$ cat config.mk
export PLATFORM = sky130hd
export DESIGN_NAME = hamming_tx
export DESIGN_NICKNAME = d
export VERILOG_FILES = /design/src/rtl/hamming_tx.sv
export SDC_FILE = /design/constraint.sdc
export NUM_CORES = 1
export LEC_CHECK = 0
export ABC_AREA = 1
export BUFFER_PORTS_ARGS = -buffer_cell sky130_fd_sc_hd__buf_2
export CORE_MARGIN = 2
export CORE_UTILIZATION = 35
export CTS_BUF_LIST = sky130_fd_sc_hd__clkbuf_8
export CTS_CLUSTER_DIAMETER = 150
export DETAILED_ROUTE_END_ITERATION = 10
export MAX_ROUTING_LAYER = met4
export PLACE_DENSITY_LB_ADDON = 0.1
export SYNTH_ARGS = -nofsm -noshare
export SYNTH_HDL_FRONTEND = slang
export SYNTH_SLANG_ARGS = --single-unit
$ cat constraint.sdc
create_clock -name clk -period 1.6 [get_ports clk]
set_input_delay 0.32 -clock clk [delete_from_list [all_inputs] [get_ports clk]]
set_output_delay 0.32 -clock clk [all_outputs]
set_load 0.02 [all_outputs]
$ cat src/rtl/hamming_tx.sv
// Hamming(7,4) encoder and start/stop-framed bit-serial transmitter.
// Optional macro HAMMING_TX_ERR_INJECT_EN adds err_pos to invert one codeword position at accept.
module hamming_tx #(
  parameter int CLKS_PER_BIT = 4
) (
  input  logic       clk,
  input  logic       rst_n,
  input  logic       in_valid,
  output logic       in_ready,
  input  logic [3:0] in_data,
`ifdef HAMMING_TX_ERR_INJECT_EN
  input  logic [2:0] err_pos,
`endif
  output logic       tx_serial,
  output logic       tx_busy,
  output logic [6:0] codeword,
  output logic       frame_done
);

  localparam int CW = (CLKS_PER_BIT > 1) ? $clog2(CLKS_PER_BIT) : 1;
  localparam logic [CW-1:0] CNT_LAST = CW'(CLKS_PER_BIT - 1);

  typedef enum logic [1:0] {
    S_IDLE,
    S_START,
    S_DATA,
    S_STOP
  } state_t;

  state_t        r_state, w_state_next;
  logic [CW-1:0] r_cnt, w_cnt_next;
  logic [2:0]    r_bit_idx, w_bit_idx_next;
  logic [6:0]    r_shift, w_shift_next;
  logic [6:0]    r_codeword, w_codeword_next;
  logic          r_tx_serial, w_tx_serial_next;
  logic          r_frame_done, w_frame_done_next;

  logic          w_x0, w_x1, w_x2, w_x3;
  logic [6:0]    w_clean, w_err_mask, w_encoded;
  logic          w_accept, w_bit_end;

  assign w_x0 = in_data[3];
  assign w_x1 = in_data[2];
  assign w_x2 = in_data[1];
  assign w_x3 = in_data[0];

  // Layout {p0,p1,x0,p2,x1,x2,x3}: position 1 is bit 6, position 7 is bit 0.
  assign w_clean = {w_x0 ^ w_x1 ^ w_x3, w_x0 ^ w_x2 ^ w_x3, w_x0,
                    w_x1 ^ w_x2 ^ w_x3, w_x1, w_x2, w_x3};

`ifdef HAMMING_TX_ERR_INJECT_EN
  assign w_err_mask = (err_pos == 3'd0) ? 7'd0 : (7'b1 << (3'd7 - err_pos));
`else
  assign w_err_mask = 7'd0;
`endif

  assign w_encoded = w_clean ^ w_err_mask;
  assign w_accept  = in_valid && (r_state == S_IDLE);
  assign w_bit_end = (r_cnt == CNT_LAST);

  // NOTE: every combinational output gets a default first, so no path leaves it unassigned (no latch).
  always_comb begin
    w_state_next      = r_state;
    w_cnt_next        = r_cnt;
    w_bit_idx_next    = r_bit_idx;
    w_shift_next      = r_shift;
    w_codeword_next   = r_codeword;
    w_frame_done_next = 1'b0;

    case (r_state)
      S_IDLE: begin
        if (w_accept) begin
          w_state_next    = S_START;
          w_cnt_next      = '0;
          w_shift_next    = w_encoded;
          w_codeword_next = w_encoded;
        end
      end
      S_START: begin
        if (w_bit_end) begin
          w_state_next   = S_DATA;
          w_cnt_next     = '0;
          w_bit_idx_next = 3'd6;
        end else begin
          w_cnt_next = r_cnt + 1'b1;
        end
      end
      S_DATA: begin
        if (w_bit_end) begin
          w_cnt_next = '0;
          if (r_bit_idx == 3'd0) begin
            w_state_next = S_STOP;
          end else begin
            w_bit_idx_next = r_bit_idx - 1'b1;
            w_shift_next   = {r_shift[5:0], 1'b0};
          end
        end else begin
          w_cnt_next = r_cnt + 1'b1;
        end
      end
      S_STOP: begin
        if (w_bit_end) begin
          w_state_next      = S_IDLE;
          w_cnt_next        = '0;
          w_frame_done_next = 1'b1;
        end else begin
          w_cnt_next = r_cnt + 1'b1;
        end
      end
      default: w_state_next = S_IDLE;
    endcase

    // The line level is decided from the next state so the serial output can be a plain register.
    w_tx_serial_next = 1'b1;
    if (w_state_next == S_START) begin
      w_tx_serial_next = 1'b0;
    end else if (w_state_next == S_DATA) begin
      w_tx_serial_next = w_shift_next[6];
    end
  end

  // NOTE: non-blocking assignments in clocked logic, so every register samples pre-edge values.
  always_ff @(posedge clk or negedge rst_n) begin
    if (!rst_n) begin
      r_state      <= S_IDLE;
      r_cnt        <= '0;
      r_bit_idx    <= 3'd0;
      r_shift      <= 7'd0;
      r_codeword   <= 7'd0;
      r_tx_serial  <= 1'b1;
      r_frame_done <= 1'b0;
    end else begin
      r_state      <= w_state_next;
      r_cnt        <= w_cnt_next;
      r_bit_idx    <= w_bit_idx_next;
      r_shift      <= w_shift_next;
      r_codeword   <= w_codeword_next;
      r_tx_serial  <= w_tx_serial_next;
      r_frame_done <= w_frame_done_next;
    end
  end

  assign in_ready   = (r_state == S_IDLE);
  assign tx_busy    = (r_state != S_IDLE);
  assign tx_serial  = r_tx_serial;
  assign codeword   = r_codeword;
  assign frame_done = r_frame_done;

endmodule

==> flow_summary.yaml <==
sta:
  drv_slew: 0
  rsz0062_at_grt: "no"
  worst_pin_slew_ns: 0.5157
  period_share: 0.9498
  setup_tns_ns: 0
  whs_ns: 0.01692
  clock_skew_ns: 0.005968
  fin_crit_ns: 1.520
  hold_violations: 0
  fmaxAchievable_mhz: 658.1
  setup_viol: 0
  slew_headroom: 0.6562
drt:
  antenna_left: 0
  wl_per_cell_um: 11.31
  dr.first_iter.drc_count: 31
  firstDrtPassIters: 4
  drc_errors: 0
  via_per_inst: 4.495
  via_count: 917
  wirelength_um: 2308
yosys:
  netlist_instances: 138
  yosysSeqAreaShare: 0.4973
  synthesis.nets: 148
  synth_top_area_frac: 0.4746
  syn_avg_cell_area_um2: 8.405
  yosysWarnings: 0
  syn_area_um2: 1160
  synth_cell_types: 24
  yosys.area.top_type: "dfrtp_1"
  yosys-top-cells-area: "dfrtp_1, nand2_1, inv_1"
  ys_ff_latch: 23
setup_path:
  critical_path.top_delay_family: "flip-flops"
  crit_required_ns: 1.28
  r2r_slack_ns: 0.15
  worst_r2r_path_depth: 10
  worstPathArrival_ns: 1.20
  critical_path.endpoint_type: "output pin"
  cp_slowest_cell: "dfrtp_2"
  r2r-start: "r_state[0]"
  cp_num_buf_inv: 2
  critPathMaxStageDelay_ns: 0.45
  r2r-end: "tx_serial"
  worstSetupPathType: "flip-flop to output pin"
  crit_fanout: 8
  crit_chain: "nor2_4 -> inv_4 -> buf_2"
  start_kind: "flip-flop"
floorplanning:
  dieWidth_um: 61.57
  dieArea_um2: 3790
  initial_utilization: 0.3738
  core_area_um2: 3103
  rows: 20
  die_h_um: 61.57
  boundaryPins: 18
global_routing:
  grt_usage: 0.1470
  grt_pass1_wl_um: 3877
  gr-total-overflow: 0
  first_global_vias: 889
  antenna_found_initial: 0
  grt_max_degree: 24
layout:
  final_layout_size_suffix_gt1_frac: 0.2313
  final_nets: 171
  ff_latch_area_um2: 578.1
  area_delta_synth_final_pct: 16.40
  multi_input_area_um2: 495.5
  fillCellCount: 329
  insertedDiodeCount: 0
clock_tree:
  holdBufCountCts: 0
  insertion_delay_ns: 0.26
  cts_buffers: 3
  clk_pin_slew_ns: 0.08
  cts_buffer_depth: 2
  root_buffer: "clkbuf_8"
  clock_sinks: 23
  cts_tree: "done"
  htree_levels: 1
status:
  status: "completed"
hold_path:
  holdCritPathClass: "input port to asynchronous set/reset pin"
power:
  irDropWorstVdd_mv: 0.7373
  p_leak_nw: 0.7330
  power_density_nw_per_um2: 1916
placement:
  io_buffers: 17
  hpwlAfterDp_um: 1742
  place_congestion: 0.7989
flow_run:
  max_cap_viol_count: 0
-- layer usage --
layer / vias to the layer above / routed length (µm) / GRT usage
li1: 469 / - / -
met1: 424 / 1102 / 0.1875
met2: 19 / 1054 / 0.2150
met3: 5 / 97 / 0.03151
met4: 0 / 53 / 0.08207
met5: - / 0 / -
-- what timing repair did --
| action | CTS | global route |
|---|---|---|
| buffers inserted | 0 | 2 |
| gates resized for setup | 0 | 1 |
| setup endpoints to repair | 0 | 1 |
-- cells by family (layout without fill, tap and decap cells) --
family                   after synthesis  count (layout)  share of synthesized area
AO/OA/AOI/OAI                         13              13                    0.06689
XOR/XNOR                               3               3                    0.02266
adder cells (fa/ha/maj)                3               3                    0.03237
buffers and inverters                 20              42                    0.07551
flip-flops                            23              23                     0.4973
AND/OR/NAND/NOR                       76              76                     0.3053
-- cells in the final DEF (no fill, tap or decap), drive strengths merged, types with 3 or more instances in the layout --
cell | Yosys | routed
buf | 1 | 19
clkbuf | 0 | 3
dfrtp | 22 | 22
ha | 3 | 3
inv | 19 | 20
nand2 | 53 | 53
nand3 | 10 | 10
nor2 | 10 | 10
o21ai | 6 | 6
or2 | 3 | 3
-- where the power goes --
part	internal, mW	switching [mW]
sequential	0.853	0.164
combinational	0.439	0.782
clock	0.171	0.177
-- Yosys cell counts --
cell type / count
nor2_1: 5
nand3_1: 9
nor2_2: 2
nand3_2: 1
dfrtp_1: 22
a22oi_1: 2
buf_6: 1
nor2_8: 1
nor2_4: 2
ha_1: 3
a31oi_1: 1
or2_2: 3
xor2_1: 1
nand2_1: 52
dfstp_2: 1
inv_1: 16
a21oi_1: 2
inv_4: 2
nand2_4: 1
o2111ai_1: 1
o21ai_0: 6
xnor2_1: 2
o31ai_1: 1
inv_2: 1
-- layout make-up --
| cell class | instances | share of cell area |
|---|---|---|
| clock inverter | 1 | 0.002780 |
| sequential | 23 | 0.4282 |
| inverter | 19 | 0.05653 |
| clock buffer | 3 | 0.03058 |
| tap | 44 | 0.04078 |
| multi-input combinational | 95 | 0.3670 |
| timing repair buffer | 19 | 0.07414 |
-- stage by stage --
stage / std cells / utilization / power (mW) / setup WS (ns) / cell area, µm²
final: 204 / 0.4351 / 2.587 / 0.08037 / 1350
after floorplan: 138 / - / 1.902 / 0.1955 / 1160
after detailed placement: 198 / 0.4153 / 2.226 / 0.1462 / 1289
after global routing: 204 / 0.4351 / 2.851 / 0.004863 / 1350
after CTS: 202 / 0.4298 / 2.586 / 0.05552 / 1334
after global placement: 198 / 0.4153 / 2.205 / 0.1467 / 1289
-- state kept, by name (all words and copies together) (netlist names) --
register	cells
frame_done	1
r_bit_idx	3
tx_serial	1
r_shift	7
r_cnt	2
codeword	7
r_state	2
-- worst max path at each step --
| stage | startpoint | end | slack [ns] | cells past startpoint |
|---|---|---|---|---|
| after floorplan | r_state[1] | tx_serial | 0.20 | 10 |
| after global placement | r_state[0] | tx_serial | 0.15 | 10 |
| after detailed placement | r_state[1] | tx_serial | 0.15 | 10 |
| after CTS | r_state[0] | tx_busy | 0.06 | 3 |
| after global routing | r_bit_idx[0] | r_shift[1] | 0.005 | 8 |
| final | r_state[0] | tx_busy | 0.08 | 3 |
Power figures use the tool's default switching activity.
